**src/rtl/counter_ctrl_pkg.sv**
```systemverilog
// Shared types and default widths for the counter sweep sequencer.
package counter_ctrl_pkg;

  localparam int unsigned DEF_WIDTH    = 8;
  localparam int unsigned DEF_SWEEPS_W = 8;

  typedef enum logic [1:0] {
    MODE_UP       = 2'd0,
    MODE_DOWN     = 2'd1,
    MODE_PINGPONG = 2'd2
  } mode_e;

  typedef enum logic [2:0] {
    S_IDLE = 3'd0,
    S_SEEK = 3'd1,
    S_UP   = 3'd2,
    S_DOWN = 3'd3,
    S_DONE = 3'd4
  } state_e;

endpackage

```
**src/rtl/counter_sweep_ctrl.sv**
```systemverilog
// Sequences a free-running up/down counter through lo..hi sweeps using its
// direction and synchronous reset, one decision per clock.
module counter_sweep_ctrl
  import counter_ctrl_pkg::*;
#(
  parameter int unsigned WIDTH    = DEF_WIDTH,
  parameter int unsigned SWEEPS_W = DEF_SWEEPS_W
) (
  input  logic                clk,
  input  logic                rst,
  input  logic                cmd_valid,
  output logic                cmd_ready,
  input  logic [WIDTH-1:0]    cmd_lo,
  input  logic [WIDTH-1:0]    cmd_hi,
  input  logic [1:0]          cmd_mode,
  input  logic [SWEEPS_W-1:0] cmd_sweeps,
  input  logic                abort,
  input  logic [WIDTH-1:0]    cnt_value,
  output logic                cnt_up_down,
  output logic                cnt_rst,
  output logic                busy,
  output logic                done,
  output logic                err,
  output logic [SWEEPS_W-1:0] sweep_cnt
);

  state_e              state_q, state_d;
  state_e              act;
  mode_e               mode_q, mode_d;
  logic [WIDTH-1:0]    lo_q, lo_d, hi_q, hi_d, seek_tgt;
  logic [SWEEPS_W-1:0] sweeps_q, sweeps_d, sweep_q, sweep_d, sweep_inc;
  logic                done_q, done_d, err_q, err_d, last_sweep, illegal;

  // State and command latch
  always_ff @(posedge clk or negedge rst) begin
    if (!rst) begin
      state_q  <= S_IDLE;
      mode_q   <= MODE_UP;
      lo_q     <= '0;
      hi_q     <= '0;
      sweeps_q <= '0;
      sweep_q  <= '0;
      done_q   <= 1'b0;
      err_q    <= 1'b0;
    end else begin
      state_q  <= state_d;
      mode_q   <= mode_d;
      lo_q     <= lo_d;
      hi_q     <= hi_d;
      sweeps_q <= sweeps_d;
      sweep_q  <= sweep_d;
      done_q   <= done_d;
      err_q    <= err_d;
    end
  end

  // Next state and counter steering; SEEK on target behaves as the sweep state
  always_comb begin
    state_d     = state_q;
    mode_d      = mode_q;
    lo_d        = lo_q;
    hi_d        = hi_q;
    sweeps_d    = sweeps_q;
    sweep_d     = sweep_q;
    done_d      = 1'b0;
    err_d       = 1'b0;
    cnt_rst     = 1'b1;
    cnt_up_down = 1'b1;

    illegal    = (cmd_lo >= cmd_hi) || (cmd_sweeps == '0) || (cmd_mode == 2'd3);
    seek_tgt   = (mode_q == MODE_DOWN) ? hi_q : lo_q;
    last_sweep = (sweep_q == sweeps_q - SWEEPS_W'(1));
    sweep_inc  = (sweep_q == '1) ? sweep_q : sweep_q + SWEEPS_W'(1);
    act        = state_q;
    if (state_q == S_SEEK && cnt_value == seek_tgt)
      act = (mode_q == MODE_DOWN) ? S_DOWN : S_UP;

    if (abort && (state_q inside {S_SEEK, S_UP, S_DOWN})) begin
      state_d = S_IDLE;
    end else begin
      case (act)
        S_IDLE: begin
          if (cmd_valid) begin
            if (illegal) begin
              err_d = 1'b1;
            end else begin
              lo_d     = cmd_lo;
              hi_d     = cmd_hi;
              mode_d   = mode_e'(cmd_mode);
              sweeps_d = cmd_sweeps;
              sweep_d  = '0;
              state_d  = S_SEEK;
            end
          end
        end
        S_SEEK: cnt_rst = 1'b0;
        S_UP: begin
          if (cnt_value != hi_q) begin
            cnt_rst = 1'b0;
            state_d = S_UP;
          end else begin
            sweep_d = sweep_inc;
            if (last_sweep) begin
              done_d  = 1'b1;
              state_d = S_DONE;
            end else if (mode_q == MODE_PINGPONG) begin
              cnt_rst     = 1'b0;
              cnt_up_down = 1'b0;
              state_d     = S_DOWN;
            end else begin
              state_d = S_SEEK;
            end
          end
        end
        S_DOWN: begin
          if (cnt_value != lo_q) begin
            cnt_rst     = 1'b0;
            cnt_up_down = 1'b0;
            state_d     = S_DOWN;
          end else begin
            sweep_d = sweep_inc;
            if (last_sweep) begin
              done_d  = 1'b1;
              state_d = S_DONE;
            end else if (mode_q == MODE_PINGPONG) begin
              cnt_rst = 1'b0;
              state_d = S_UP;
            end else begin
              state_d = S_SEEK;
            end
          end
        end
        S_DONE:  state_d = S_IDLE;
        default: state_d = S_IDLE;
      endcase
    end
  end

  assign cmd_ready = (state_q == S_IDLE);
  assign busy      = (state_q != S_IDLE);
  assign done      = done_q;
  assign err       = err_q;
  assign sweep_cnt = sweep_q;

endmodule

```
**config.mk**
```make
export PLATFORM = sky130hd
export DESIGN_NAME = counter_sweep_ctrl
export DESIGN_NICKNAME = d
export VERILOG_FILES = /design/src/rtl/counter_ctrl_pkg.sv /design/src/rtl/counter_sweep_ctrl.sv
export SDC_FILE = /design/constraint.sdc
export NUM_CORES = 1
export LEC_CHECK = 0
export ABC_AREA = 1
export BUFFER_PORTS_ARGS = -buffer_cell sky130_fd_sc_hd__buf_2
export CORE_MARGIN = 3
export CORE_UTILIZATION = 51
export CTS_CLUSTER_SIZE = 28
export DETAILED_ROUTE_END_ITERATION = 6
export GPL_ROUTABILITY_DRIVEN = 0
export HOLD_SLACK_MARGIN = 0.05
export MAX_ROUTING_LAYER = met4
export PLACE_DENSITY = 0.72
export SYNTH_ARGS = -nofsm -noshare
export SYNTH_HDL_FRONTEND = slang
export SYNTH_SLANG_ARGS = --single-unit
```
**constraint.sdc**
```tcl
create_clock -name clk -period 2.6 [get_ports clk]
set_input_delay 0.13 -clock clk [delete_from_list [all_inputs] [get_ports clk]]
set_output_delay 0.13 -clock clk [all_outputs]
set_load 0.02 [all_outputs]
```
Word-level counts from Yosys, hierarchy flattened
Index checks and enable logic that the tools add are counted.
- flip-flop bits (word level): 39
- output and inout port bits: 14
- word-level logic and storage cells: 85
- add/sub/neg operators: 2
- $lt $le $gt $ge: 1
- equal/unequal tests: 21
- multiplexer cells: 38
- bitwise operators: 2
- reduce and logical (&&, ||, !) cells: 13
- operators by type and width (cell ; count):
    $mux W8 ; 6
    $mux W3 ; 8
    $pmux W8 S3 ; 1
    $mux W1 ; 17
    $eq A8 B8 Y1 ; 2
    $ne A8 B8 Y1 ; 2
    $eq A3 B2 Y1 const B ; 4
    $pmux W3 S4 ; 1
    $ne A2 B2 Y1 const B ; 5
    $reduce_bool A3 Y1 ; 3
    $add A8 B1 Y8 const B ; 1
    $eq A8 B8 Y1 const B ; 1
    $ge A8 B8 Y1 ; 1
    $logic_not A8 Y1 ; 1
    $sub A8 B1 Y8 const B ; 1
    $eq A3 B1 Y1 const B ; 2
    $logic_not A3 Y1 ; 2
    $ne A3 B3 Y1 const B ; 2
    $reduce_and A6 Y1 ; 1
    $eq A2 B2 Y1 const B ; 2
    $mux W2 ; 2
    $pmux W1 S2 ; 2
    $reduce_and A4 Y1 ; 1
    $pmux W1 S3 ; 1
    5 further kinds ; 8

Logic depth before layout (Yosys ltp)
- word-level depth: 8
- depth in mapped cells: 18

Worst setup path after synthesis
OpenSTA, ideal clock, no wires.
- kind: register to output
- start point: register sweeps_q[0]
- end point: output cnt_up_down
- data arrival time: 1776 ps
- path slack: 694 ps
- cell stages (with the launch flop): 13
- buffers on the path: 0
- path through: dfrtp_1 > inv_1 > ha_1 > nand2_1 > nor2_1 > nand2_1 > xor2_1 > nand2_1 > nor2_1 > nand2_1 > nand3_1 > o21ai_0 > nand4_1
- cells in the longest elaborated chain, start to end: 6
- RTL lines (element ; RTL line ; RTL):
    start: declaration ; counter_sweep_ctrl.sv:31 ; logic [SWEEPS_W-1:0] sweeps_q, sweeps_d, sweep_q, sweep_d, sweep_inc;
    start signal: assignment ; counter_sweep_ctrl.sv:50 ; sweeps_q <= sweeps_d;
    $sub A8 B1 Y8 ; counter_sweep_ctrl.sv:72 ; last_sweep = (sweep_q == sweeps_q - SWEEPS_W'(1));
    $eq A8 B8 Y1 ; counter_sweep_ctrl.sv:72 ;
    $mux W1 ; counter_sweep_ctrl.sv:103 ; if (last_sweep) begin
    $mux W1 ; counter_sweep_ctrl.sv:98 ; if (cnt_value != hi_q) begin
    $pmux W1 S2 ; counter_sweep_ctrl.sv:81 ; case (act)
    $mux W1 ; counter_sweep_ctrl.sv:78 ; if (abort && (state_q inside {S_SEEK, S_UP, S_DOWN})) begin
    end: declaration ; counter_sweep_ctrl.sv:19 ; output logic cnt_up_down,
Every way passes these cells.

Worst setup path after layout
Ends and elaborated chain as after synthesis.

==> impl_metrics.json <==
{
  "synth_warnings": 0,
  "fin_tns_setup_ps": 0,
  "status": "completed",
  "die_h_um": 80.69,
  "ys_seq_area_frac": 0.3430,
  "end_kind": "output pin",
  "clk_pin_slew_ps": 70,
  "initial_core_util": 0.5432,
  "hold_path_class": "input port to flip-flop",
  "layout_commonest_cell": "nand2_1",
  "rr_endpoint": "sweep_cnt[1]",
  "grt_start_max_net_pins": 49,
  "ir_drop_v": 0.0004790,
  "synth_largest_area_cell": "dfrtp_1",
  "cp-start-kind": "flip-flop",
  "cp_slowest_cell": "dfrtp_1",
  "cp.arrival_ps": 2320,
  "drive_above_1_share": 0.2004,
  "worst_pin_slew_ps": 889.1,
  "fmaxAchievable_mhz": 408.6,
  "clkSinkCount": 39,
  "dieArea_um2": 6511,
  "power.density_nw_per_um2": 895.5,
  "grtUsageTotal": 0.2297,
  "reg2reg_slack_ps": 420,
  "hold_viol": 0,
  "port_buffers": 51,
  "grt_pass1_vias": 2610,
  "p_leak_nw": 1.785,
  "fin_crit_sh": 0.9413,
  "drt_first_iter_violations": 141,
  "crit_fanout": 5,
  "synth_fp_nets": 450,
  "htreeDepth": 2,
  "worst-path-buf-inv": 2,
  "cp_slowest_stage_delay_ps": 400,
  "netlist_top_cells_area": "dfrtp_1, nand2_1, inv_1, nand3_1, ha_1",
  "die_w_um": 80.69,
  "slew_violations": 0,
  "path_cells": "inv_1 -> ha_1 -> nand2_1 -> nor2_1 -> nand2_1 -> xor2_1 -> nand2_1 -> nor2_1 -> nand2_2 -> nand3_2 -> o21ai_0 -> nand4_1 -> buf_2",
  "ff2ff_path_depth": 15,
  "multi_input_area_um2": 1618,
  "synth_cell_types": 33,
  "cp.depth": 13,
  "grt_overflow": 0,
  "p_total_mw": 2.959,
  "crit_family": "simple AND/OR/NAND/NOR gates",
  "clk_latency_ps": 290,
  "synth-seq-cells": 39,
  "cts_buffer_depth": 2,
  "drt-total-wl_mm": 6.669,
  "fin_nets": 508,
  "diodes": 0,
  "syn_inst": 402,
  "avgSynthCellArea_um2": 7.078,
  "worstSetupStartpoint": "sweeps_q[0]",
  "ant_nets": 0,
  "core-area_um2": 5238,
  "fin_skew_ps": 7.491,
  "r2r-start": "mode_q[0]",
  "area_growth_pct": 16.14,
  "worst-endpoint-required_ps": 2470,
  "cts_root_buf": "clkbuf_8",
  "synth_top_cell_area_share": 0.3430,
  "cts_buffers": 5,
  "num_rows": 26,
  "drc": 0,
  "slew-limit-headroom": 0.4073,
  "cp_common_cell": "nand2_1",
  "maxCapViolCount": 0,
  "ioPinCount": 52,
  "dr_total_vias": 2693,
  "crit_path_end": "cnt_up_down",
  "routed_via_density": 5.091,
  "crit_type": "flip-flop to output pin",
  "setup_violations": 0,
  "cts_tree": "yes",
  "fin_crit_ps": 2447,
  "nFillCells": 499,
  "place_hpwl_mm": 5.045,
  "layout_common_cells": "nand2_1, inv_1, buf_2",
  "detail_route.first_pass.iterations": 5,
  "wire_per_inst_um": 12.61,
  "netlist_area_um2": 2845,
  "antenna_found_initial": 0,
  "seqCellArea_um2": 977.2,
  "grt_pass1_wl_mm": 11.46
}
==> worst reg2reg max path, stage by stage (launching register included) <==
cell and delay, ps:
dfrtp_2 500, buf_12 170, nand3_1 90, nand3_1 80, nand2_1 60, inv_1 30, nand2_1 70, nor2_2 50
nand2_2 80, nand2_2 80, nand2_4 160, nor2_4 80, buf_4 150, a21oi_2 330, nand3_1 120, nand2_1 80
==> report_power, final <==
part,internal [mW],total [mW],switching (mW)
registers,0.825,1.06,0.232
clock network,0.179,0.375,0.196
logic,0.617,1.53,0.910
total,1.62,2.96,1.34
==> cell type report <==
cell class | count | share of cell area
Tap cell | 70 | 0.02651
Multi-Input combinational cell | 297 | 0.4896
Clock buffer | 6 | 0.02196
Inverter | 59 | 0.06853
Timing Repair Buffer | 58 | 0.09769
Sequential cell | 39 | 0.2957
==> logic make-up after synthesis <==
logic type | Yosys count | synth area share
compound gates | 41 | 0.07608
xor+xnor | 19 | 0.05849
fa+ha+maj | 10 | 0.04398
buf+inv | 66 | 0.09367
flops | 39 | 0.3430
mux | 4 | 0.01583
simple gates | 223 | 0.3689
==> repair_timing <==
action / in CTS / in global routing
hold buffers: 1 / 0
pin swaps: 0 / 3
endpoints found under the hold margin: 39 / 0
gates resized for setup: 1 / 5
setup endpoints to repair: 1 / 2
buffers inserted: 0 / 5
cloned: 0 / 0
==> how the worst min path moves through the flow <==
stage	start	endpoint	slack, ps	cells after the start
final	cmd_hi[0]	hi_q[0]	90	2
after global routing	cmd_lo[6]	lo_q[6]	90	2
after CTS	cmd_hi[0]	hi_q[0]	80	2
after detailed placement	rst	sweeps_q[3]	310	1
after global placement	rst	sweeps_q[3]	300	1
after floorplan	rst	done	-170	0
==> sequential cells by signal (all words and copies together) (netlist names) <==
register,count
hi_q,8
lo_q,8
mode_q,2
sweeps_q,8
state_q,3
done,1
sweep_cnt,8
err,1
==> routing by layer <==
layer	vias to the layer above	wire (um)	GRT usage
li1	1392	-	-
met1	1227	3038	0.2838
met2	63	3233	0.3825
met3	11	274	0.04148
met4	0	123	0.07095
met5	-	0	-
==> per-stage QoR <==
| stage | setup WS (ps) | hold WS (ps) | std cells | util | instance area [um2] |
|---|---|---|---|---|---|
| 6_report | 152.6 | 91.58 | 529 | 0.6309 | 3304 |
| 5_1_grt | -40.54 | 87.57 | 529 | 0.6309 | 3304 |
| 4_1_cts | 75.35 | 83.95 | 524 | 0.6180 | 3237 |
| 3_5_place_dp | 287.8 | 306.4 | 517 | 0.6020 | 3153 |
| 3_3_place_gp | 335.5 | 299.2 | 517 | 0.6020 | 3153 |
| 2_1_floorplan | 693.9 | -165.6 | 402 | - | 2845 |
==> cells in the mapped netlist <==
cell,instances
nand2_1,112
inv_1,57
nand3_1,41
dfrtp_1,39
nor2_1,29
o21ai_0,20
a21oi_1,17
ha_1,10
xnor2_1,10
nand4_1,9
xor2_1,9
nor3_1,7
nand2_2,6
clkbuf_1,4
mux2_2,4
or2_2,3
a21oi_2,2
and2_1,2
buf_6,2
nand2_4,2
nand3b_1,2
nor2_2,2
nor2_4,2
nor3b_1,2
a31oi_1,1
buf_2,1
inv_2,1
inv_4,1
nand2_8,1
nand4_4,1
nor2_8,1
nor4_1,1
o21a_1,1
Power figures use the tool's default switching activity.
